$ cat src/rtl/div_result_fifo.sv
// div_result_fifo: result buffer behind the divider/modulo unit.
// The divider cannot be stalled, so every returning result is captured into a
// small FIFO. The FIFO is drained by a ready/valid consumer. An in-flight
// counter plus the FIFO occupancy produce a credit, which keeps the issuer from
// starting a divide whose result would find no free slot.
module div_result_fifo #(
    parameter int DEPTH        = 8,   // power of two, >= 2
    parameter int DATA_W       = 32,
    parameter int MAX_INFLIGHT = 8
) (
    input  logic                     clk,
    input  logic                     reset,       // async, active low
    input  logic                     issue,
    output logic                     credit_ok,
    input  logic                     div_valid,
    input  logic                     div_mode,
    input  logic [DATA_W-1:0]        div_result,
    output logic                     out_valid,
    input  logic                     out_ready,
    output logic                     out_mode,
    output logic [DATA_W-1:0]        out_data,
    output logic [$clog2(DEPTH):0]   count,
    output logic                     overflow,
    input  logic                     clear_ovf
);

    localparam int PTR_W = $clog2(DEPTH);
    localparam int CNT_W = PTR_W + 1;
    localparam int IF_W  = $clog2(MAX_INFLIGHT + 1);
    localparam int SUM_W = ((CNT_W > IF_W) ? CNT_W : IF_W) + 1;

    localparam logic [CNT_W-1:0] DEPTH_C   = CNT_W'(DEPTH);
    localparam logic [IF_W-1:0]  MAX_IF_C  = IF_W'(MAX_INFLIGHT);
    localparam logic [SUM_W-1:0] DEPTH_SUM = SUM_W'(DEPTH);

    typedef struct packed {
        logic              mode;
        logic [DATA_W-1:0] data;
    } entry_t;

    entry_t           mem [DEPTH];
    entry_t           head;
    logic [PTR_W-1:0] wr_ptr;
    logic [PTR_W-1:0] rd_ptr;
    logic [IF_W-1:0]  inflight;
    logic [SUM_W-1:0] occupancy;

    logic full;
    logic pop;
    logic push;
    logic drop;

    // Full/empty come from count alone; the pointers are equal in both cases.
    assign full = (count == DEPTH_C);
    assign pop  = out_valid & out_ready;
    // A pop in the same cycle frees the slot the push needs, even when full.
    assign push = div_valid & (~full | pop);
    assign drop = div_valid & full & ~pop;

    // Head is read straight from registered storage: no same-cycle bypass.
    assign head      = mem[rd_ptr];
    assign out_valid = (count != '0);
    assign out_data  = out_valid ? head.data : '0;
    assign out_mode  = out_valid ? head.mode : 1'b0;

    // Credit looks at registered state only; a pop this cycle is not counted.
    assign occupancy = SUM_W'(count) + SUM_W'(inflight);
    assign credit_ok = (occupancy < DEPTH_SUM) && (inflight < MAX_IF_C);

    // Storage write; contents need no reset since count gates visibility.
    always_ff @(posedge clk) begin
        if (push)
            mem[wr_ptr] <= '{mode: div_mode, data: div_result};
    end

    // Pointers wrap naturally because DEPTH is a power of two.
    always_ff @(posedge clk or negedge reset) begin
        if (!reset) begin
            wr_ptr <= '0;
            rd_ptr <= '0;
        end else begin
            if (push) wr_ptr <= wr_ptr + PTR_W'(1);
            if (pop)  rd_ptr <= rd_ptr + PTR_W'(1);
        end
    end

    // Occupancy: push-only increments, pop-only decrements, both hold.
    always_ff @(posedge clk or negedge reset) begin
        if (!reset) begin
            count <= '0;
        end else begin
            unique case ({push, pop})
                2'b10:   count <= count + CNT_W'(1);
                2'b01:   count <= count - CNT_W'(1);
                default: count <= count;
            endcase
        end
    end

    // Sticky drop flag; a new drop beats a clear in the same cycle.
    always_ff @(posedge clk or negedge reset) begin
        if (!reset)
            overflow <= 1'b0;
        else if (drop)
            overflow <= 1'b1;
        else if (clear_ovf)
            overflow <= 1'b0;
    end

    // Ops inside the divider, saturating at both ends. A stray result after
    // reset still gets buffered but leaves the counter at zero.
    always_ff @(posedge clk or negedge reset) begin
        if (!reset) begin
            inflight <= '0;
        end else begin
            unique case ({issue, div_valid})
                2'b10:   if (inflight != MAX_IF_C) inflight <= inflight + IF_W'(1);
                2'b01:   if (inflight != '0)       inflight <= inflight - IF_W'(1);
                default: inflight <= inflight;
            endcase
        end
    end

endmodule
$ cat config.mk
export PLATFORM = sky130hd
export DESIGN_NAME = div_result_fifo
export DESIGN_NICKNAME = d
export VERILOG_FILES = /design/src/rtl/div_result_fifo.sv
export SDC_FILE = /design/constraint.sdc
export NUM_CORES = 1
export LEC_CHECK = 0
export CAP_MARGIN = 20
export CORE_MARGIN = 2
export CORE_UTILIZATION = 58
export CTS_CLUSTER_DIAMETER = 200
export CTS_CLUSTER_SIZE = 10
export DETAILED_ROUTE_END_ITERATION = 8
export PLACE_DENSITY_LB_ADDON = 0.25
export SLEW_MARGIN = 20
export SYNTH_ARGS = -nofsm -noshare
export SYNTH_HDL_FRONTEND = slang
export SYNTH_SLANG_ARGS = --single-unit
$ cat constraint.sdc
create_clock -name clk -period 4.5 [get_ports clk]
set_clock_uncertainty 0.15 [all_clocks]
set_input_delay 0.45 -clock clk [delete_from_list [all_inputs] [get_ports clk]]
set_output_delay 0.45 -clock clk [all_outputs]
set_load 0.05 [all_outputs]
Word level (Yosys, flattened, before mapping). Memory sizes are Yosys's and may differ from the RTL's. Index checks and enable logic that the tools add are counted.

Memories kept: 1. Output and inout port bits: 40. Logic and storage cells: 47. Memory bits (writable): 264. Bits of input ports: 39. Register bits: 15.

Reduce and logical (&&, ||, !) cells: 7. Bitwise gates (word level): 7. Multiplexer cells: 10. Equality and inequality tests: 8. Add/subtract/negate cells: 7. $lt $le $gt $ge: 2.

Memories: mem (depth 8, width 33, read ports 1, clocked after Yosys merged registers in 0, wr ports 1, line 41) `entry_t mem [DEPTH];`.

Operators with widths (count): $mux 32 (1); $pmux 4 s2 (2); $add 4x1->4 const B (2); $mux 4 (2); $reduce_bool 4->1 (2); $sub 4x1->4 const B (2); $add 3x1->3 const B (2); $reduce_bool 2->1 (3); $add 4x4->5 (1); $lt 5x4->1 const B (1); $mux 1 (5); $and 1x1->1 (4); $eq 2x1->1 const B (2); $eq 2x2->1 const B (2); $eq 4x4->1 const B (1); $lt 4x4->1 const B (1); $ne 2x2->1 const B (2); $ne 4x4->1 const B (1); $reduce_and 3->1 (1); $not 1->1 (2); $logic_and 1x1->1 (1); $or 1x1->1 (1).

Logic depth before layout (Yosys ltp).
Depth in word-level cells: 6. Depth in mapped cells: 8.

Worst setup path before layout. OpenSTA, ideal clock, no wires.

Path kind: reg-to-reg. Start point: register count[0]. End point: memory mem[0][0] (netlist name) (enable). Data arrival time: 3621 ps. Buffers on the path: 1. Cell stages (with the launch flop): 5. Data required time: 3886 ps. Setup time: 464 ps. Path slack: 265 ps. Cell sequence: dfrtp_1 buf_2 o41a_1 nand2b_1 nor3_1.

Longest elaborated chain between the ends: 6. Elaborated cells between the ends (all ways): 8.

Ends and longest elaborated chain: from (decl) (line 22) `output logic [$clog2(DEPTH):0] count,`; from (signal assigned) (line 93) `2'b10: count <= count + CNT_W'(1);`; from (signal assigned) (line 94) `2'b01: count <= count - CNT_W'(1);`; from (signal assigned) (line 95) `default: count <= count;`; $reduce_bool 4->1 / $eq 4x4->1 (equally long branches) (line 62, 54); $and 1x1->1 / $not 1->1 (equally long branches) (line 55, 57); $or 1x1->1 * (line 57) `assign push = div_valid & (~full | pop);`; $and 1x1->1 * (line 57); $mux 1 * (line 72) `if (push)`; $mux 1 (not written as such) * (line 73) `mem[wr_ptr] <= '{mode: div_mode, data: div_result};`; to (decl) (line 41).

Every way passes the cells marked *; elsewhere a longest branch is shown, timed or not.

Worst setup path in the final report.
Start point: register rd_ptr[0]. End point: output port out_data[27].

Longest elaborated chain between the ends: 2.

Ends and longest elaborated chain: from (decl) (line 44) `logic [PTR_W-1:0] rd_ptr;`; from (signal assigned) (line 83) `if (pop) rd_ptr <= rd_ptr + PTR_W'(1);`; $mem_v2 8x33; $mux 32 (line 63) `assign out_data = out_valid ? head.data : '0;`; to (decl) (line 21) `output logic [DATA_W-1:0] out_data,`.

No other way between the ends.

==> impl_metrics.tcl <==
set metrics [dict create \
    status "finished, final reports clean" \
    overflow 0 \
    ir_drop_mv 0.5849 \
    max_clock_freq_ghz 0.2605 \
    post_cts_resized 0 \
    track_usage 0.2167 \
    syn_area_sq_um 11200 \
    synth_edf_count 264 \
    portBuffers 78 \
    placed_cells 862 \
    slew_viol_final 0 \
    cts-buffers-inserted 31 \
    dieArea_sq_um 20440 \
    synth_top_area_frac 0.7076 \
    synthTopCellsByArea "edfxtp_1 (71%), mux4_2 (10%), mux4_1 (3.8%)" \
    wl_per_cell_um 23.20 \
    finalWirelength_um 21020 \
    worst_slew_pin_slew_ns 0.7188 \
    core-area_sq_um 18830 \
    place.gp.congestion 0.7578 \
    layout.nets 685 \
    syn_area_per_cell_sq_um 20.94 \
    yosys.area.top_type "edfxtp_1" \
    finalHoldViolCount 0 \
    p_leak_nw 4.418 \
    ys_ff_latch 279 \
    io_pins 79 \
    insertedDiodeCount 0 \
    end_kind "primary output" \
    start_util 0.5950 \
    clk_latency_ns 0.53 \
    finalCritPeriodShare 0.8531 \
    hold_class "in2async" \
    synth_ff_type "edfxtp_1" \
    detail_route.drc_violations 0 \
    clk_pin_slew_ns 0.06 \
    arrival_ns 3.24 \
    die_w_um 143.0 \
    cts_hold_buffers 0 \
    grt_pass1_wl_um 32760 \
    netlist_instances 535 \
    ys_warn_count 0 \
    cts_sinks 279 \
    rsz0062_at_grt "false" \
    final_common_cell "edfxtp_1" \
    cts_tree "built" \
    detail-route-antenna-nets 0 \
    setup.worst_path.start_class "flop" \
    root_buffer "clkbuf_16" \
    dp_hpwl_um 11800 \
    grt_pass1_vias 5663 \
    instances_no_fill 906 \
    final_cell_mix "edfxtp_1 (264), clkdlybuf4s50_1 (78), mux4_2 (50)" \
    clockBufferDepth 3 \
    yosysUniqueCellTypes 47 \
    power_density_nw_per_um2 723.8 \
    first_pass_iters 4 \
    syn_nets 585 \
    grt_max_degree 69 \
    row_count 50 \
    slew-limit-headroom 0.5193 \
    drive_above_1_share 0.1765 \
    avgViaCountPerCell 5.883 \
    fp.dieH_um 143.0 \
    finalSetupViolCount 0 \
    setup_tns_ns 0 \
    cp.required_ns 3.90 \
    vias 5330 \
    htree_levels 1 \
    maxCapViolations 0 \
    async_flop_share 0.05376 \
    period_needed_ns 3.839 \
    path_max_fanout 20 \
    syn2layout_area_growth_pct 17.38 \
    drt_iter0_markers 491 \
    antenna_found_initial 1 \
    crit_type "reg2out" \
    finalWorstSetupSlack_ns 0.6611 \
    ys_seq_area_frac 0.7411 \
    dp_slack_ns 1.189 \
    cts_setup_buffers 0 \
]
## path summary, 6_finish.rpt
| kind | startpoint | endpoint | slack [ns] | cells past startpoint |
|---|---|---|---|---|
| worst min-delay path | reset | wr_ptr[0] | 0.21 | 1 |
| max in group asynchronous | reset | rd_ptr[0] | 3.46 | 1 |
| worst max-delay path | rd_ptr[0] | out_data[27] | 0.66 | 5 |
| min in group clk | wr_ptr[2] | wr_ptr[2] | 0.34 | 1 |
| worst max register to register | count[1] | count[1] | 1.81 | 8 |
| worst min register to register | wr_ptr[2] | wr_ptr[2] | 0.34 | 1 |
## state kept, by name (all words and copies together), names as in the netlist
| signal | cells |
|---|---|
| wr_ptr | 3 |
| inflight | 4 |
| overflow | 1 |
| mem | 264 |
| rd_ptr | 3 |
| count | 4 |
## layer usage
layer	GRT usage	up-vias	part of all wire
met5	0	-	0.00033
met4	0.05055	2	0.016
met3	0.03722	27	0.066
met2	0.3735	163	0.52
met1	0.2941	2733	0.40
li1	-	2405	-
## report_power, final
group	switching [W]	internal, W
Clock	0.000863	0.00124
Combinational	0.00234	0.00152
Sequential	0.000270	0.00328
Total	0.00347	0.00605
## synthesized netlist by cell type (all sizes together), types with 4 or more instances
cell / instances
dfrtp: 15
o21ai: 4
clkbuf: 11
a21oi: 6
edfxtp: 264
nand2: 10
nor3: 8
mux4: 66
nand2b: 6
nor2: 39
buf: 17
mux2i: 35
xnor2: 4
inv: 7
ha: 10
a21o: 4
## critical path, cell delays in order (launching register included)
cell and delay (ns):
dfrtp_4 0.67, buf_4 0.40, mux4_1 0.60, mux2i_1 0.21
nor2_1 0.10, clkdlybuf4s50_1 0.73
## layout make-up
cell class                 instances  area (sq um)
clock inverter                     1         8.758
timing repair buffer              95         945.9
tap                              260         325.3
multi-input combinational        221          2714
fill                            1161          5680
clock buffer                      43         820.8
sequential                       279          8309
inverter                           7         26.28
## per-stage QoR
step	util	hold slack, ns	power (W)	cell area [sq um]
2_1_floorplan	-	0.004409	0.006349	11200
3_3_place_gp	0.6543	0.3370	0.007402	12320
3_5_place_dp	0.6543	0.3289	0.007486	12320
4_1_cts	0.6983	0.2102	0.009625	13150
5_1_grt	0.6983	0.2569	0.009960	13150
6_report	0.6983	0.2066	0.009517	13150
## logic make-up after synthesis
group           after synthesis  share of synthesized area
compound gates               28                    0.01798
flops                       279                     0.7411
simple gates                 73                    0.03038
fa+ha+maj                    11                    0.01296
mux                         103                     0.1713
xor+xnor                      6                   0.004691
buf+inv                      35                    0.02155
(Power assumes the default switching activity.)
